[src/rtl/reg_xfer_seq.sv]
// reg_xfer_seq: micro-sequencer for the A/B/C register bus-transfer datapath.
// Accepts one transfer command per cmd_valid/cmd_ready handshake and steps the bus mux
// select (bus_sel), one-hot register loads (load_en {C,B,A}) and input-path select (in_sel).
// Ports:
//   clk, rst_n                       clock, async active-low reset
//   cmd_valid/cmd_ready              command handshake (ready only while idle)
//   cmd_op/cmd_src/cmd_dst           MOVE/SWAP/CLEAR/STEP, source A/B/C/tmp, destination A/B/C
//   bus_in                           bus mux output fed back for tmp capture
//   bus_sel, load_en, in_sel         datapath controls
//   tmp_q                            temp register, tied by the datapath to bus mux input 3
//   busy, done, err                  status; done/err are single-cycle pulses
module reg_xfer_seq #(
  parameter int unsigned W      = 4,
  parameter int unsigned SETTLE = 0
) (
  input  logic         clk,
  input  logic         rst_n,
  input  logic         cmd_valid,
  output logic         cmd_ready,
  input  logic [1:0]   cmd_op,
  input  logic [1:0]   cmd_src,
  input  logic [1:0]   cmd_dst,
  input  logic [W-1:0] bus_in,
  output logic [1:0]   bus_sel,
  output logic [2:0]   load_en,
  output logic         in_sel,
  output logic [W-1:0] tmp_q,
  output logic         busy,
  output logic         done,
  output logic         err
);

  localparam int unsigned      CNT_W    = 4;
  localparam logic [CNT_W-1:0] SETTLE_C = CNT_W'(SETTLE);
  localparam logic [1:0]       SEL_TMP  = 2'd3;

  typedef enum logic [1:0] {OP_MOVE = 2'd0, OP_SWAP = 2'd1, OP_CLEAR = 2'd2, OP_STEP = 2'd3} op_e;
  typedef enum logic [1:0] {S_IDLE, S_SEL, S_ACT, S_FIN} state_e;

  // Action taken in the ACT cycle of one step.
  typedef struct packed {
    logic       cap;   // capture bus_in into tmp_q instead of loading a register
    logic [1:0] ld;    // register index to load
    logic       inc;   // load from the inc/dec path
    logic       last;  // final step of the command
  } act_t;

  // Bus select for a given step of a command.
  function automatic logic [1:0] sel_of(input op_e op, input logic [1:0] src,
                                        input logic [1:0] dst, input logic [1:0] step);
    logic [1:0] s;
    case (op)
      OP_MOVE:  s = src;
      OP_SWAP:  s = (step == 2'd0) ? src : ((step == 2'd1) ? dst : SEL_TMP);
      OP_CLEAR: s = SEL_TMP;
      default:  s = dst;
    endcase
    return s;
  endfunction

  // Action for a given step of a command.
  function automatic act_t act_of(input op_e op, input logic [1:0] src,
                                  input logic [1:0] dst, input logic [1:0] step);
    act_t a;
    a.cap  = 1'b0;
    a.ld   = dst;
    a.inc  = 1'b0;
    a.last = 1'b1;
    case (op)
      OP_SWAP: begin
        a.cap  = (step == 2'd0);
        a.ld   = (step == 2'd1) ? src : dst;
        a.last = (step == 2'd2);
      end
      OP_STEP: a.inc = 1'b1;
      default: ;
    endcase
    return a;
  endfunction

  state_e           state_q, state_d;
  logic [1:0]       step_q, step_d;
  logic [CNT_W-1:0] cnt_q, cnt_d;
  op_e              op_q, op_d;
  logic [1:0]       src_q, src_d;
  logic [1:0]       dst_q, dst_d;
  logic [W-1:0]     tmp_d;
  logic [1:0]       bus_sel_q, bus_sel_d;
  logic [2:0]       load_en_q, load_en_d;
  logic             in_sel_q, in_sel_d;
  logic             busy_q, busy_d;
  logic             done_q, done_d;
  logic             err_q, err_d;
  logic             cmd_ready_q, cmd_ready_d;
  act_t             cur_c;
  logic             reject_c;

  // State and output registers.
  always_ff @(posedge clk or negedge rst_n) begin
    if (!rst_n) begin
      state_q     <= S_IDLE;
      step_q      <= 2'd0;
      cnt_q       <= '0;
      op_q        <= OP_MOVE;
      src_q       <= 2'd0;
      dst_q       <= 2'd0;
      tmp_q       <= '0;
      bus_sel_q   <= 2'd0;
      load_en_q   <= 3'd0;
      in_sel_q    <= 1'b1;
      busy_q      <= 1'b0;
      done_q      <= 1'b0;
      err_q       <= 1'b0;
      cmd_ready_q <= 1'b0;
    end else begin
      state_q     <= state_d;
      step_q      <= step_d;
      cnt_q       <= cnt_d;
      op_q        <= op_d;
      src_q       <= src_d;
      dst_q       <= dst_d;
      tmp_q       <= tmp_d;
      bus_sel_q   <= bus_sel_d;
      load_en_q   <= load_en_d;
      in_sel_q    <= in_sel_d;
      busy_q      <= busy_d;
      done_q      <= done_d;
      err_q       <= err_d;
      cmd_ready_q <= cmd_ready_d;
    end
  end

  // Next state; outputs are computed for the state being entered so they register in step.
  always_comb begin
    state_d     = state_q;
    step_d      = step_q;
    cnt_d       = cnt_q;
    op_d        = op_q;
    src_d       = src_q;
    dst_d       = dst_q;
    tmp_d       = tmp_q;
    bus_sel_d   = bus_sel_q;
    load_en_d   = 3'd0;
    in_sel_d    = 1'b1;
    busy_d      = busy_q;
    done_d      = 1'b0;
    err_d       = 1'b0;
    cmd_ready_d = 1'b0;
    cur_c       = act_of(op_q, src_q, dst_q, step_q);
    reject_c    = (cmd_dst == 2'd3) ||
                  ((op_e'(cmd_op) == OP_SWAP) && ((cmd_src == 2'd3) || (cmd_src == cmd_dst)));

    case (state_q)
      S_IDLE: begin
        cmd_ready_d = 1'b1;
        if (cmd_valid && cmd_ready_q) begin
          op_d        = op_e'(cmd_op);
          src_d       = cmd_src;
          dst_d       = cmd_dst;
          cmd_ready_d = 1'b0;
          busy_d      = 1'b1;
          if (reject_c) begin
            state_d = S_FIN;
            done_d  = 1'b1;
            err_d   = 1'b1;
          end else begin
            state_d   = S_SEL;
            step_d    = 2'd0;
            cnt_d     = SETTLE_C;
            bus_sel_d = sel_of(op_e'(cmd_op), cmd_src, cmd_dst, 2'd0);
            if (op_e'(cmd_op) == OP_CLEAR) begin
              tmp_d = '0;
            end
          end
        end
      end
      S_SEL: begin
        if (cnt_q == '0) begin
          state_d = S_ACT;
          if (!cur_c.cap) begin
            load_en_d = 3'b001 << cur_c.ld;
          end
          in_sel_d = ~cur_c.inc;
        end else begin
          cnt_d = cnt_q - CNT_W'(1);
        end
      end
      S_ACT: begin
        if (cur_c.cap) begin
          tmp_d = bus_in;
        end
        if (cur_c.last) begin
          state_d = S_FIN;
          done_d  = 1'b1;
        end else begin
          state_d   = S_SEL;
          step_d    = step_q + 2'd1;
          cnt_d     = SETTLE_C;
          bus_sel_d = sel_of(op_q, src_q, dst_q, step_q + 2'd1);
        end
      end
      default: begin
        state_d     = S_IDLE;
        busy_d      = 1'b0;
        cmd_ready_d = 1'b1;
      end
    endcase
  end

  assign cmd_ready = cmd_ready_q;
  assign bus_sel   = bus_sel_q;
  assign load_en   = load_en_q;
  assign in_sel    = in_sel_q;
  assign busy      = busy_q;
  assign done      = done_q;
  assign err       = err_q;

endmodule

[config.mk]
export PLATFORM = sky130hd
export DESIGN_NAME = reg_xfer_seq
export DESIGN_NICKNAME = d
export VERILOG_FILES = /design/src/rtl/reg_xfer_seq.sv
export SDC_FILE = /design/constraint.sdc
export NUM_CORES = 1
export LEC_CHECK = 0
export CAP_MARGIN = 10
export CORE_ASPECT_RATIO = 1.5
export CORE_UTILIZATION = 35
export DETAILED_ROUTE_END_ITERATION = 7
export PLACE_DENSITY_LB_ADDON = 0.2
export SYNTH_ARGS = -nofsm -noshare
export SYNTH_HDL_FRONTEND = slang
export SYNTH_SLANG_ARGS = --single-unit
[constraint.sdc]
create_clock -name clk -period 3.3 [get_ports clk]
set_input_delay 0.66 -clock clk [delete_from_list [all_inputs] [get_ports clk]]
set_output_delay 0.66 -clock clk [all_outputs]
set_load 0.05 [all_outputs]
## Yosys cells after proc, flatten, opt, wreduce, memory -nomap -nowiden

Index checks and enable logic that the tools add are counted.

- $add $sub $neg: 2
- Equality and inequality tests: 20
- Shift-type cells: 1
- Multiplexer cells: 45
- Bitwise gates (word level): 2
- Reduce and logical (&&, ||, !) cells: 20

Operators by type and width:

| kind | number |
|---|---|
| 4-bit two-way mux | 8 |
| 2-bit two-way mux | 13 |
| 2-bit == test (second input constant) | 7 |
| 2-bit inequality test (second input constant) | 7 |
| 3-bit two-way mux | 4 |
| 2-bit case mux with 2 select lines | 3 |
| 2-bit case mux with 3 select lines | 2 |
| 4-bit case mux with 3 select lines | 1 |
| 2-bit by 1-bit == test with 1-bit output (second input constant) | 5 |
| 2-bit logical NOT | 5 |
| 1-bit two-way mux | 10 |
| 5-bit AND reduction | 2 |
| 4-bit case mux with 2 select lines | 1 |
| 1-bit case mux with 2 select lines | 3 |
| 2-bit AND reduction | 3 |
| 4-bit logical NOT | 1 |
| 4-bit AND reduction | 1 |
| 2-bit OR reduction | 2 |
| 4-bit by 1-bit subtractor with 4-bit output (second input constant) | 1 |
| 3-bit nonzero test | 1 |
| 1-bit by 2-bit << shifter with 3-bit output (first input constant) | 1 |
| 2-bit by 1-bit adder with 2-bit output (second input constant) | 1 |
| 2-bit == test | 1 |
| 1-bit logical AND | 2 |
| 3 further kinds | 5 |

- Register bits after elaboration: 28
- Input bits: 13
- Logic and storage cells: 104

## Logic depth before layout (Yosys ltp)

Gate-level depths: netlist of the first run.

- Depth after elaboration: 7
- Gate-level depth with buffers: 7
- Gate-level depth less buffers: 7

## Worst setup path after synthesis of the first run

Ideal clock, no wire load.

- Kind: input -> register
- Start: in cmd_dst[1]
- End: reg bus_sel_q[0] (netlist: bus_sel[0])
- Library setup time: 128 ps
- Data arrival time: 1890 ps
- Data required time: 3172 ps
- Slack: 1283 ps
- Stages on the path: 6
- Path buffers: 1
- Cell sequence: o22a_1 > o21ai_1 > a21oi_1 > buf_4 > or3_4 > mux2_1

- Cells in the longest elaborated chain, start to end: 6
- Elaborated cells between the ends (all ways): 7

RTL lines:

| what | RTL line | text |
|---|---|---|
| start: declaration | 22 | `input logic [1:0] cmd_dst,` |
| 2-bit == test | 151 | `((op_e'(cmd_op) == OP_SWAP) && ((cmd_src == 2'd3) \|\| (cmd_src == cmd_dst)));` |
| 1-bit logical OR | 151 |  |
| 1-bit logical AND | 151 |  |
| 1-bit logical OR * | 150 | `reject_c = (cmd_dst == 2'd3) \|\|` |
| 2-bit inequality test (no source line) * | - |  |
| 4-bit AND reduction (no source line) * | - |  |
| end signal: assignment | 123 | `bus_sel_q <= bus_sel_d;` |
| end: declaration | 88 | `logic [1:0] bus_sel_q, bus_sel_d;` |

Every way passes the cells marked *; elsewhere a longest branch is shown, timed or not.
A chain may end at the register's enable or synchronous reset.

## Worst setup path in the final report of the first run

- Start: reg in_sel_q (netlist: in_sel)
- End: out in_sel

RTL lines:

| what | RTL line | text |
|---|---|---|
| start: declaration | 90 | `logic in_sel_q, in_sel_d;` |
| start signal: assignment | 125 | `in_sel_q <= in_sel_d;` |
| end: declaration | 26 | `output logic in_sel,` |

No word-level cell between the ends.

==> impl_metrics.json, run 1 <==
{
  "ys_seq_area_share_pct": 45.72,
  "ir_drop_mv": 0.5001,
  "synth_warnings": 0,
  "io_buffers": 26,
  "cts_buffer_depth": 2,
  "ctsHoldBuffers": 0,
  "syn_area_um2": 1535,
  "worst_path_largest_cell_delay_ns": 0.79,
  "ys.flop_type": "dfrtp_1",
  "drt_iter0_markers": 25,
  "swShare_pct": 42.60,
  "grt_max_degree": 29,
  "route.detailed.drc": 0,
  "drv_slew": 0,
  "pwr-share-clk_pct": 15.1,
  "rsz0062_at_grt": "no",
  "dr.pass1.iters": 4,
  "root_buffer": "clkbuf_8",
  "synthCells": 145,
  "slew_headroom_pct": 65.42,
  "cp_top_family": "buffers and inverters",
  "num_vias": 1158,
  "setup_viol": 0,
  "endpoint_kind": "output pin",
  "drive_gt1_share_pct": 10.92,
  "layout_commonest_cell": "dfrtp_1",
  "grt.overflow.total": 0,
  "grt_pass1_vias": 1241,
  "cts_resized": 0,
  "outcome": "finished clean",
  "syn_avg_cell_area_um2": 10.59,
  "die_area_um2": 4661,
  "synth_nets": 167,
  "core-area_um2": 4209,
  "cap_violations": 0,
  "htreeDepth": 1,
  "critPathArrivalTime_ns": 1.59,
  "yosys-top-cells-area": "dfrtp_1, ha_1, mux2_2, o21ai_0, mux2i_1",
  "track_usage_pct": 15.10,
  "die_w_um": 56.08,
  "cellLeakagePower_nw": 0.8193,
  "area_delta_synth_final_pct": 24.86,
  "grt_pass1_wl_mm": 5.602,
  "crit_fanout": 1,
  "worst_path_max_delay_cell": "clkdlybuf4s50_1",
  "worst_pin_slew_ns": 0.5171,
  "max_freq_mhz": 445.0,
  "min_period_over_period_pct": 68.09,
  "worst_ep_required_time_ns": 2.64,
  "layout.nets": 197,
  "total_power_mw": 1.805,
  "async_flop_share_pct": 100.0,
  "synth_cell_types": 39,
  "wl_mm": 3.203,
  "power.switching_mw": 0.7690,
  "wl_per_cell_um": 14.56,
  "fp.dieH_um": 83.12,
  "mostFrequentLayoutCells": "dfrtp_1, clkdlybuf4s50_1, inv_1, o21ai_0, nand2_1",
  "p_per_area_nw_per_um2": 941.6,
  "p_seq_share_pct": 31.8,
  "skew_ns": 0.01031,
  "clk_latency_ns": 0.29,
  "viasPerCell": 5.264,
  "antenna_cells": 0,
  "cts_setup_buffers": 0,
  "start_util_pct": 36.47,
  "ant_nets": 0,
  "post-dp-hpwl_mm": 2.454,
  "criticalPathCategory": "register to output pin",
  "comb_power_share_pct": 53.1,
  "internal-power_mw": 1.036,
  "synth_top_area_cell": "dfrtp_1",
  "crit_chain": "clkdlybuf4s50_1",
  "antenna_found_initial": 0,
  "tritoncts": "yes",
  "clock-sinks": 28,
  "synth_edf_count": 0,
  "start_kind": "register",
  "hold_class": "register to register",
  "final_util_pct": 45.54,
  "cts.clk_slew.worst_paths_ns": 0.09,
  "synth_top_area_share_pct": 44.01,
  "gp_congestion": 0.8427,
  "cts_buffers": 3,
  "critPathBufInv": 1,
  "hold_viol": 0,
  "synth-seq-cells": 28,
  "setup_tns_ns": 0,
  "period_needed_ns": 2.247,
  "rows": 29,
  "ios": 27
}
[flip-flops by register name, indices dropped and copies added, names as in the netlist, 2 cells and up]
| signal | flops |
|---|---|
| dst_q | 2 |
| load_en | 3 |
| src_q | 2 |
| tmp_q | 4 |
| state_q | 2 |
| bus_sel | 2 |
| step_q | 2 |
| op_q | 2 |
| cnt_q | 4 |
[synth_stat cells, types with 4 or more instances]
cell type,n
ha_1,9
nor2_1,5
nand2_1,12
mux2_2,6
o21ai_0,13
nor2b_1,4
nand3b_1,5
nand2b_1,4
dfrtp_1,27
inv_1,13
mux2i_1,5
[power by group through the flow]
stage | Sequential [mW] | Clock [mW] | Combinational [mW]
4_1_cts | 0.574 | 0.275 | 0.968
2_1_floorplan | 0.715 | 0 | 0.572
6_report | 0.574 | 0.273 | 0.958
3_5_place_dp | 0.580 | 0 | 0.962
5_1_grt | 0.593 | 0.291 | 1.06
3_3_place_gp | 0.576 | 0 | 0.944
[per-stage QoR]
stage | hold slack (ns) | area [um^2] | std cells | setup slack, ns
after floorplan | 0.3644 | 1535 | 145 | 1.283
after global placement | 0.4925 | 1846 | 216 | 0.8126
after detailed placement | 0.4884 | 1846 | 216 | 0.7769
after CTS | 0.5164 | 1917 | 220 | 1.048
after global routing | 0.5462 | 1917 | 220 | 0.9315
final | 0.5064 | 1917 | 220 | 1.053
[worst paths after layout]
path	from	to	slack (ns)	depth (start not counted)
setup / recovery	in_sel$_DFF_PN1_	in_sel	1.05	1
hold / removal	op_q[1]$_DFFE_PN0P_	in_sel$_DFF_PN1_	0.51	1
setup reg to reg	state_q[1]$_DFFE_PN0P_	cnt_q[3]$_DFFE_PN0P_	1.14	6
hold reg to reg	op_q[1]$_DFFE_PN0P_	in_sel$_DFF_PN1_	0.51	1
max in group asynchronous	rst_n	in_sel$_DFF_PN1_	2.24	2
min in group asynchronous	rst_n	step_q[1]$_DFFE_PN0P_	0.75	2
[layout make-up]
type,count,area [um^2]
Clock buffer,3,41.29
Tap cell,46,57.56
Multi-Input combinational cell,101,762.0
Clock inverter,1,30.03
Sequential cell,28,701.9
Timing Repair Buffer,28,275.3
Fill cell,420,2292
Inverter,13,48.80
[worst reg2reg max path, cell delays in order, from the launching register on]
cell and delay, ns:
dfrtp_1 0.42, inv_1 0.08, ha_1 0.29, and4bb_2 0.31, or4b_4 0.55, or2_4 0.26
o211ai_1 0.17
[per-layer routing]
metal | track usage (%) | up-vias | wire length, um
met5 | 0 | - | 0
met4 | 6.874 | 0 | 53
met3 | 2.336 | 5 | 117
met2 | 27.38 | 25 | 1722
met1 | 16.94 | 555 | 1311
li1 | - | 573 | -
[cell families after synthesis]
family	count (synthesis)	share of synthesized area [%]
AND/OR/NAND/NOR	45	17.44
AO/OA/AOI/OAI	34	15.73
flip-flops	28	45.72
multiplexers	13	9.128
adder cells (fa/ha/maj)	9	7.335
buffers and inverters	16	4.646
Power figures use the tool's default switching activity.
==> inputs of run 2 (changes only) <==
==> constraint.sdc (replaced) <==
create_clock -name clk -period 1.8 [get_ports clk]
set_input_delay 0.36 -clock clk [delete_from_list [all_inputs] [get_ports clk]]
set_output_delay 0.36 -clock clk [all_outputs]
set_load 0.05 [all_outputs]
==> run 2 against run 1 <==
Largest power group unchanged. Non-clock buffer count is 40 higher. Critical endpoint is now cnt_q[3]$_DFFE_PN0P_. Hold slack got worse by 0.048 ns. The flow now finishes with violations (setup timing). Critical path type is now register to register. Combinational power grew to 2.6 times the previous value.
==> impl_metrics.json, run 2 (same netlist as run 1, synthesis figures left out) <==
{
  "reg2reg_to": "cnt_q[3]$_DFFE_PN0P_",
  "total_power_mw": 3.943,
  "viasPerCell": 5.173,
  "core-area_um2": 4209,
  "antenna_found_initial": 0,
  "period_needed_ns": 1.889,
  "p_per_area_nw_per_um2": 1750,
  "cap_violations": 0,
  "cts.clk_slew.worst_paths_ns": 0.10,
  "area_delta_synth_final_pct": 46.78,
  "final_util_pct": 53.54,
  "wl_mm": 3.868,
  "start_kind": "register",
  "setup_viol": 7,
  "critPathArrivalTime_ns": 2.09,
  "grt_pass1_wl_mm": 6.741,
  "rows": 29,
  "clock-sinks": 28,
  "route.detailed.drc": 0,
  "setup_ws_ns": -0.08915,
  "die_area_um2": 4661,
  "ios": 27,
  "cellLeakagePower_nw": 1.057,
  "worst_ep_required_time_ns": 2.00,
  "num_vias": 1345,
  "fp.dieH_um": 83.12,
  "r2r-start": "state_q[1]$_DFFE_PN0P_",
  "dr.pass1.iters": 4,
  "worst_pin_slew_ns": 0.4194,
  "rsz0062_at_grt": "yes",
  "drive_gt1_share_pct": 42.06,
  "place_inst": 248,
  "grt.overflow.total": 0,
  "cts_buffer_depth": 2,
  "skew_ns": 0.005328,
  "clk_latency_ns": 0.27,
  "grt_max_degree": 29,
  "die_w_um": 56.08,
  "drt_iter0_markers": 29,
  "worstSetupStartpoint": "state_q[1]$_DFFE_PN0P_",
  "r2r_setup_slack_ns": -0.09,
  "post-dp-hpwl_mm": 2.920,
  "setup_tns_ns": -0.3560,
  "max_freq_mhz": 529.3,
  "criticalPathCategory": "register to register",
  "wl_per_cell_um": 14.88,
  "drv_slew": 0,
  "root_buffer": "clkbuf_8",
  "antenna_cells": 0,
  "io_buffers": 26,
  "hold_viol": 0,
  "gp_congestion": 0.8143,
  "rr_worst_depth": 6,
  "cts_buffers": 3,
  "endpoint_kind": "register",
  "mostFrequentLayoutCells": "buf_4, dfrtp_1, nand2_1",
  "outcome": "finished, violations left",
  "htreeDepth": 1,
  "ant_nets": 0,
  "start_util_pct": 36.47,
  "min_period_over_period_pct": 105.0,
  "grt_pass1_vias": 1514,
  "final_cells": 260,
  "dpl_worst_slack_ns": -0.3758,
  "violations": "setup timing",
  "slew_headroom_pct": 71.75,
  "tritoncts": "yes",
  "layout_commonest_cell": "buf_4",
  "ir_drop_mv": 1.186,
  "crit_fanout": 4,
  "hold_class": "input port to async pin",
  "crit_path_end": "cnt_q[3]$_DFFE_PN0P_",
  "track_usage_pct": 18.12,
  "layout.nets": 237
}
-- run 2: cell types whose count changed in the layout (fill, tap and decap cells not counted), moves of 3 or more --
cell	previous run	this run
o21ai_1	3	9
inv_1	13	10
buf_4	2	55
ha_4	0	4
inv_2	0	3
ha_1	9	4
clkdlybuf4s50_1	26	8
o21ai_0	13	6
-- run 2: worst min path at each step --
stage / from / end / cells past startpoint
2_1_floorplan: rst_n / bus_sel[0]$_DFFE_PN0P_ / 0
3_3_place_gp: bus_sel[0]$_DFFE_PN0P_ / bus_sel[0]$_DFFE_PN0P_ / 1
3_5_place_dp: bus_sel[0]$_DFFE_PN0P_ / bus_sel[0]$_DFFE_PN0P_ / 1
4_1_cts: rst_n / load_en[0]$_DFF_PN0_ / 2
5_1_grt: rst_n / load_en[0]$_DFF_PN0_ / 2
6_report: rst_n / load_en[0]$_DFF_PN0_ / 2
-- run 2: stage by stage --
step / hold WS, ns / instance area, um^2
after detailed placement: 0.4920 / 2054
after floorplan: 0.06441 / 1539
after global routing: 0.4871 / 2253
after CTS: 0.4770 / 2211
after global placement: 0.4941 / 2054
final: 0.4587 / 2253
-- run 2: worst max-delay path, stage by stage, from the launching register on --
cell      delay [ns]
dfrtp_1         0.40
inv_2           0.09
ha_4            0.16
and4bb_2        0.24
or4b_4          0.51
or2_4           0.27
o211ai_1        0.15
-- run 2: routing by layer --
metal / GRT usage (%) / vias up / wire (um)
li1: - / 655 / -
met1: 19.50 / 662 / 1510
met2: 35.71 / 22 / 2201
met3: 1.558 / 6 / 88
met4: 5.987 / 0 / 68
met5: 0 / - / 0
-- run 2: layout make-up --
class	instances	area, um^2
multi-input combinational	101	840.8
clock buffer	4	55.05
fill	388	1956
inverter	13	48.80
sequential	28	704.4
timing repair buffer	68	546.8
tap	46	57.56
-- run 2: report_power, final --
group	leakage (nW)	switching (mW)	total, mW	internal, mW
registers	0.355	0.174	1.04	0.862
clock network	0.0288	0.199	0.395	0.196
logic	0.674	1.26	2.51	1.25
-- run 2: what timing repair did --
item / in CTS / in global routing
resized for setup: 17 / 14
hold buffers: 0 / 0
gates cloned: 0 / 0
hold endpoints to repair: 0 / 0
setup endpoints to repair: 14 / 15
setup buffers: 7 / 1
pin swaps: 4 / 0
